===== config.mk =====
export PLATFORM = sky130hd
export DESIGN_NAME = csr_intc
export DESIGN_NICKNAME = d
export VERILOG_FILES = /design/src/rtl/csr_intc.sv
export SDC_FILE = /design/constraint.sdc
export NUM_CORES = 1
export LEC_CHECK = 0
export ABC_AREA = 0
export BUFFER_PORTS_ARGS = -buffer_cell sky130_fd_sc_hd__clkbuf_2
export CAP_MARGIN = 10
export CELL_PAD_IN_SITES_DETAIL_PLACEMENT = 0
export CELL_PAD_IN_SITES_GLOBAL_PLACEMENT = 2
export CORE_MARGIN = 1.5
export CORE_UTILIZATION = 23
export DETAILED_ROUTE_END_ITERATION = 6
export GPL_ROUTABILITY_DRIVEN = 1
export PLACE_DENSITY_LB_ADDON = 0.2
export SLEW_MARGIN = 20
export SYNTH_ARGS = -nofsm -noshare
export SYNTH_HDL_FRONTEND = slang
export SYNTH_SLANG_ARGS = --single-unit

===== constraint.sdc =====
create_clock -name clk -period 2.1 [get_ports clk]
set_input_delay 0.21 -clock clk [delete_from_list [all_inputs] [get_ports clk]]
set_output_delay 0.21 -clock clk [all_outputs]
set_load 0.05 [all_outputs]

===== src/rtl/csr_intc.sv =====
// -----------------------------------------------------------------------------
// csr_intc -- machine-mode CSR block with a single external interrupt source.
//
// Holds mstatus (MIE/MPIE), mtvec, mepc and, optionally, mcause. It also
// synchronizes the asynchronous interrupt line and turns each new rising edge
// into a pending flag. The control FSM sees the interrupt request on
// intrpt_vld. It reports interrupt entry with int_taken and return with
// mret_exec.
//
// Optional feature: define CSR_MCAUSE_EN to build the mcause register.
// Without it, mcause reads as zero and writes to 0x342 are ignored.
//
// Ports
//   clk        in   1  system clock, rising-edge
//   rst        in   1  synchronous active-high reset
//   intr_in    in   1  external interrupt request (asynchronous)
//   int_taken  in   1  interrupt entry this cycle
//   mret_exec  in   1  mret retiring this cycle
//   csr_we     in   1  CSR write strobe
//   csr_addr   in  12  CSR address
//   csr_wd     in  32  CSR write data
//   pc         in  32  resume PC captured into mepc on interrupt entry
//   csr_rd     out 32  combinational read data (pre-write value)
//   mtvec      out 32  trap vector register
//   mepc       out 32  exception PC register
//   intrpt_vld out  1  pending AND mstatus.MIE
// -----------------------------------------------------------------------------
module csr_intc (
    input  logic        clk,
    input  logic        rst,
    input  logic        intr_in,
    input  logic        int_taken,
    input  logic        mret_exec,
    input  logic        csr_we,
    input  logic [11:0] csr_addr,
    input  logic [31:0] csr_wd,
    input  logic [31:0] pc,
    output logic [31:0] csr_rd,
    output logic [31:0] mtvec,
    output logic [31:0] mepc,
    output logic        intrpt_vld
);

    localparam logic [11:0] ADDR_MSTATUS = 12'h300;
    localparam logic [11:0] ADDR_MTVEC   = 12'h305;
    localparam logic [11:0] ADDR_MEPC    = 12'h341;
    localparam logic [11:0] ADDR_MCAUSE  = 12'h342;
    localparam logic [11:0] ADDR_MIP     = 12'h344;
    localparam logic [31:0] ALIGN_MASK   = 32'hFFFF_FFFC;
    localparam logic [31:0] CAUSE_EXT    = 32'h8000_000B;

    logic        r_sync1;
    logic        r_sync2;
    logic        r_hist;
    logic [1:0]  r_sync_vld;
    logic        r_pending;
    logic        r_mie;
    logic        r_mpie;
    logic [31:0] r_mtvec;
    logic [31:0] r_mepc;
    logic [31:0] w_mcause_rd;
    logic        w_rise;
    logic        w_wr_mstatus;
    logic        w_wr_mtvec;
    logic        w_wr_mepc;

    assign w_wr_mstatus = csr_we & (csr_addr == ADDR_MSTATUS);
    assign w_wr_mtvec   = csr_we & (csr_addr == ADDR_MTVEC);
    assign w_wr_mepc    = csr_we & (csr_addr == ADDR_MEPC);

    // Edge detect is only armed after reset, once r_sync2 holds a real sample
    // of intr_in rather than the reset value. r_hist starts at 1 so the first
    // real sample never counts as a rise. A level held high through reset
    // must therefore fall and rise again before it can set pending.
    assign w_rise = r_sync_vld[1] & r_sync2 & ~r_hist;

    // Two-flop synchronizer, edge-detect history and post-reset arming.
    always_ff @(posedge clk) begin
        if (rst) begin
            r_sync1    <= 1'b0;
            r_sync2    <= 1'b0;
            r_sync_vld <= 2'b00;
            r_hist     <= 1'b1;
        end else begin
            r_sync1    <= intr_in;
            r_sync2    <= r_sync1;
            r_sync_vld <= {r_sync_vld[0], 1'b1};
            r_hist     <= r_sync_vld[1] ? r_sync2 : 1'b1;
        end
    end

    // Pending flag: a new rising edge wins over the clear from interrupt entry.
    always_ff @(posedge clk) begin
        if (rst) begin
            r_pending <= 1'b0;
        end else if (w_rise) begin
            r_pending <= 1'b1;
        end else if (int_taken) begin
            r_pending <= 1'b0;
        end
    end

    // mstatus MIE/MPIE: interrupt entry, then mret, then CSR write.
    always_ff @(posedge clk) begin
        if (rst) begin
            r_mie  <= 1'b0;
            r_mpie <= 1'b0;
        end else if (int_taken) begin
            r_mpie <= r_mie;
            r_mie  <= 1'b0;
        end else if (mret_exec) begin
            r_mie  <= r_mpie;
            r_mpie <= 1'b1;
        end else if (w_wr_mstatus) begin
            r_mie  <= csr_wd[3];
            r_mpie <= csr_wd[7];
        end
    end

    // mepc: captured on interrupt entry, otherwise CSR-writable; always word aligned.
    always_ff @(posedge clk) begin
        if (rst) begin
            r_mepc <= 32'h0000_0000;
        end else if (int_taken) begin
            r_mepc <= pc & ALIGN_MASK;
        end else if (w_wr_mepc) begin
            r_mepc <= csr_wd & ALIGN_MASK;
        end
    end

    // mtvec: CSR-writable only; always word aligned.
    always_ff @(posedge clk) begin
        if (rst) begin
            r_mtvec <= 32'h0000_0000;
        end else if (w_wr_mtvec) begin
            r_mtvec <= csr_wd & ALIGN_MASK;
        end
    end

`ifdef CSR_MCAUSE_EN
    logic [31:0] r_mcause;
    logic        w_wr_mcause;

    assign w_wr_mcause = csr_we & (csr_addr == ADDR_MCAUSE);

    // mcause: fixed external-interrupt cause on entry, otherwise full CSR write.
    always_ff @(posedge clk) begin
        if (rst) begin
            r_mcause <= 32'h0000_0000;
        end else if (int_taken) begin
            r_mcause <= CAUSE_EXT;
        end else if (w_wr_mcause) begin
            r_mcause <= csr_wd;
        end
    end

    assign w_mcause_rd = r_mcause;
`else
    assign w_mcause_rd = 32'h0000_0000;
`endif

    // Read mux: registers only, so a write in this cycle still shows the old value.
    always_comb begin
        csr_rd = 32'h0000_0000;
        case (csr_addr)
            ADDR_MSTATUS: csr_rd = {24'h00_0000, r_mpie, 3'b000, r_mie, 3'b000};
            ADDR_MTVEC:   csr_rd = r_mtvec;
            ADDR_MEPC:    csr_rd = r_mepc;
            ADDR_MCAUSE:  csr_rd = w_mcause_rd;
            ADDR_MIP:     csr_rd = {20'h0_0000, r_pending, 11'h000};
            default:      csr_rd = 32'h0000_0000;
        endcase
    end

    assign mtvec      = r_mtvec;
    assign mepc       = r_mepc;
    assign intrpt_vld = r_pending & r_mie;

endmodule


==> metrics.md <==
| Metric | Value |
|---|---|
| Area Overhead vs Synth | 50.1% |
| Crit path kind | primary input to primary output |
| Leak pwr | slightly above 2 nW |
| Finished Layout Cells | about 730 |
| Worst slew margin | 0.642 |
| Internal power | between 0.002 and 0.003 W |
| Power Dens Cells | 735 nW/µm² |
| DRT Pass-1 Iters | 4 |
| Crit-path slowest cell | or4_4 |
| R2R cell count | 2 |
| Reg2reg setup slack | ~1300 ps |
| CORE AREA | 13400 µm² |
| Initial Util | 0.238 |
| Remaining Overflow, GRT | 0 |
| Via count | roughly 3.5k |
| Fin crit share | 0.959 |
| Die height | 121 µm |
| Slowest stage delay, CP | just under 600 ps |
| Port bufs | approximately 170 |
| Routability Congestion | 0.759 |
| Antenna Nets Post-Route | 0 |
| Max Slew Vio Count | 0 |
| Startpoint types | primary input |
| Hold Crit Endpoint | r_sync1 |
| Die W | ~120 µm |
| Combinational family with the most area after synthesis | simple AND/OR/NAND/NOR gates |
| HP Class | primary input to flip-flop |
| Worst R2R End | r_mie |
| Placed cell count | 717 |
| Post-synth EDFFs | 0 |
| Ant. Diodes | 0 |
| Xor/xnor share of the synthesized area | 0 |
| Post-synthesis cell count | 390 |
| Clock sinks | roughly 70 |
| Clk pwr share | 0.481 |
| Syn Area/Cell | slightly above 8 µm² |
| Crit path capture type | primary output |
| RSZ-0062 raised after global routing | no |
| Seq cells post-synth | 68 |
| Wire length per cell | 16.2 µm |
| Worst R2R Start | r_mie |
| Synthesized area | 3190 µm² |
| Gr usage total | 0.162 |
| Hold depth | 2 |
| Final hold slack | 113 ps |
| Final total power | 0.00352 W |
| Post-route cell area | 4790 µm² |
| Compound-gate portion of the synthesized area | 0.145 |
| DRT iter0 DRCs | 147 |
| Ys flop type | dfxtp_1 |
| Sequential power share | 0.391 |
| Via density | 4.70 |
| Critical Path, Cell by Cell | clkbuf_2 > or4_4 > nor4_4 > buf_6 > a22o_1 > clkbuf_4 |
| Fin crit period | 2010 ps |
| Routed WL | roughly 12 mm |
| Adder and majority gate portion of the synthesized area | 0 |
| Comb pwr share | 0.128 |
| # H-tree levels | 3 |
| Final net count | 635 |
| Worst-path maximum fanout | 15 |
| Data arrival, critical path | 1800 ps |
| Sw Share | 0.255 |
| Switching power | 0.000898 W |
| CTS buffer count | 9 |
| Critical path's top delay family | simple AND/OR/NAND/NOR gates |
| Worst IR drop on VDD | around 0.28 mV |
| CP required | ~1900 ps |
| Finish-stage setup viols | 0 |
| Pin count of the biggest net entering global routing | 57 |
| Status | completed |
| Yosys warnings | 0 |
| First-pass GRT wire length | 18.3 mm |
| Post-synthesis sequential area ratio | 0.427 |
| Post-synth ARST share | 0 |
| FP Rows | 42 |
| Critical path buffers and inverters | 3 |
| Final HPWL DP | 8.11 mm |
| Die ar. | 14600 µm² |
| Post-DP Area | 4350 µm² |
| Netlist cell types | 37 |
| Worst-Margin Slew | 537 ps |
| Root Driver | clkbuf_16 |
| Simple-gate portion of the synthesized area | 0.352 |
| Clk slew on worst S/H paths | 60 ps |
| Mux cell area share after synthesis | 0.00314 |
| Initial antenna violation count | 0 |
| Post-CTS setup buffer count | 0 |
| Max_cap viols | 0 |
| Skew-Pair Late Insertion Delay | ~330 ps |
| Maximum buffer depth of the clock tree | 2 |
| Clk_skew | roughly 0.74 ps |
| Vias in the first global route | 3380 |
| Drt drc | 0 |
| Hold wc startpoint | intr_in |
| Share of cells above drive strength 1 | 0.378 |
| Final Hold Viols | 0 |
| CTS tree | built |
| I/O pin total | 179 |
| Peak Freq | roughly 0.50 GHz |
[power groups by stage]
stage,Combinational (W),Sequential [W],Clock [W]
floorplan,0.000156,0.00153,0
global placement,0.000450,0.00140,0
detailed placement,0.000452,0.00140,0
CTS,0.000454,0.00138,0.00175
global route,0.000488,0.00138,0.00181
finish,0.000452,0.00138,0.00169
[state kept, by name, summed over array words and instances (netlist names)]
name and cells:
r_pending 1, r_mie 1, mepc 30, r_sync_vld 2, r_hist 1, r_mpie 1, r_sync2 1, mtvec 30
r_sync1 1
[worst reg2reg max path: stages (launching register included)]
cell	delay [ps]
dfxtp_1	330
a21boi_1	130
o31a_1	260
[Yosys cell counts, types with 2 or more instances]
| cell type | n | share of area |
|---|---|---|
| nor4b_1 | 2 | 0.0055 |
| nand3b_1 | 2 | 0.0047 |
| nand2b_1 | 4 | 0.0078 |
| nor4_1 | 31 | 0.061 |
| nor2_1 | 2 | 0.0024 |
| a21oi_1 | 31 | 0.049 |
| inv_1 | 4 | 0.0047 |
| a222oi_1 | 2 | 0.0063 |
| a211oi_1 | 2 | 0.0047 |
| nor4b_2 | 2 | 0.0094 |
| buf_2 | 12 | 0.019 |
| nand2_1 | 61 | 0.072 |
| buf_6 | 3 | 0.011 |
| dfxtp_1 | 68 | 0.43 |
| nor2b_1 | 33 | 0.065 |
| nor3_1 | 61 | 0.096 |
| buf_4 | 6 | 0.014 |
| clkbuf_1 | 16 | 0.019 |
| a22o_1 | 27 | 0.074 |
| buf_1 | 4 | 0.0047 |
[worst max path at each step]
stage | endpoint | slack [ps] | startpoint | depth (start not counted)
after floorplan | csr_rd[11] | 170 | csr_addr[5] | 4
after global placement | csr_rd[3] | -10 | csr_addr[5] | 7
after detailed placement | csr_rd[3] | -10 | csr_addr[5] | 7
after CTS | csr_rd[11] | 20 | csr_addr[5] | 6
after global routing | csr_rd[24] | 0.5 | csr_addr[5] | 6
final | csr_rd[15] | 90 | csr_addr[5] | 6
[cells by family after synthesis]
logic type	Yosys count
and+or+nand+nor	209
other	1
muxes	1
AOI/OAI and AO/OA	66
buffers and inverters	45
DFF	68
[metal layers]
metal  routed length (µm)  share of wire  track usage  vias to the layer above
li1                     -              -            -                     1723
met1                 5220           0.44        0.202                     1600
met2                 5750           0.48        0.266                      119
met3                  862          0.072       0.0590                        9
met4                   93         0.0078       0.0382                        0
met5                    0              0            0                        -
[layout make-up]
cell class / count / area, µm²
Timing Repair Buffer: 188 / 1200
Clock buffer: 13 / 270
Multi-Input combinational cell: 282 / 1650
Tap cell: 176 / 220
Inverter: 4 / 15.0
Clock inverter: 3 / 67.6
Fill cell: 1455 / 8610
Sequential cell: 68 / 1360
[per-stage QoR]
| stage | worst slack, ps | TNS, ps | util |
|---|---|---|---|
| 6_report | 85.4 | 0 | 0.357 |
| 5_1_grt | 0.499 | 0 | 0.357 |
| 4_1_cts | 20.9 | 0 | 0.350 |
| 3_5_place_dp | -10.1 | -10.1 | 0.325 |
| 3_3_place_gp | -14.5 | -14.5 | 0.325 |
| 2_1_floorplan | 169 | 0 | - |
[what timing repair did]
| item | 4_1_cts | 5_1_grt |
|---|---|---|
| gates cloned | 0 | 1 |
| hold buffers | 0 | 0 |
| hold endpoints to repair | 0 | 0 |
| gates resized for setup | 1 | 56 |
| setup endpoints to repair | 1 | 26 |
[cell usage in the layout (no fill, tap or decap), types with 3 or more instances in the layout]
| cell type | instances |
|---|---|
| clkbuf_2 | 138 |
| dfxtp_1 | 68 |
| nor3_1 | 61 |
| nand2_1 | 61 |
| nor2b_1 | 33 |
| a21oi_1 | 31 |
| nor4_1 | 30 |
| a22o_1 | 27 |
| clkbuf_4 | 24 |
| buf_4 | 15 |
| clkbuf_16 | 10 |
| buf_12 | 9 |
| conb_1 | 6 |
| nand2b_1 | 4 |
| inv_1 | 4 |
| nor4b_2 | 3 |
| clkbuf_8 | 3 |
Note: power is estimated with default switching activity, not from simulation.
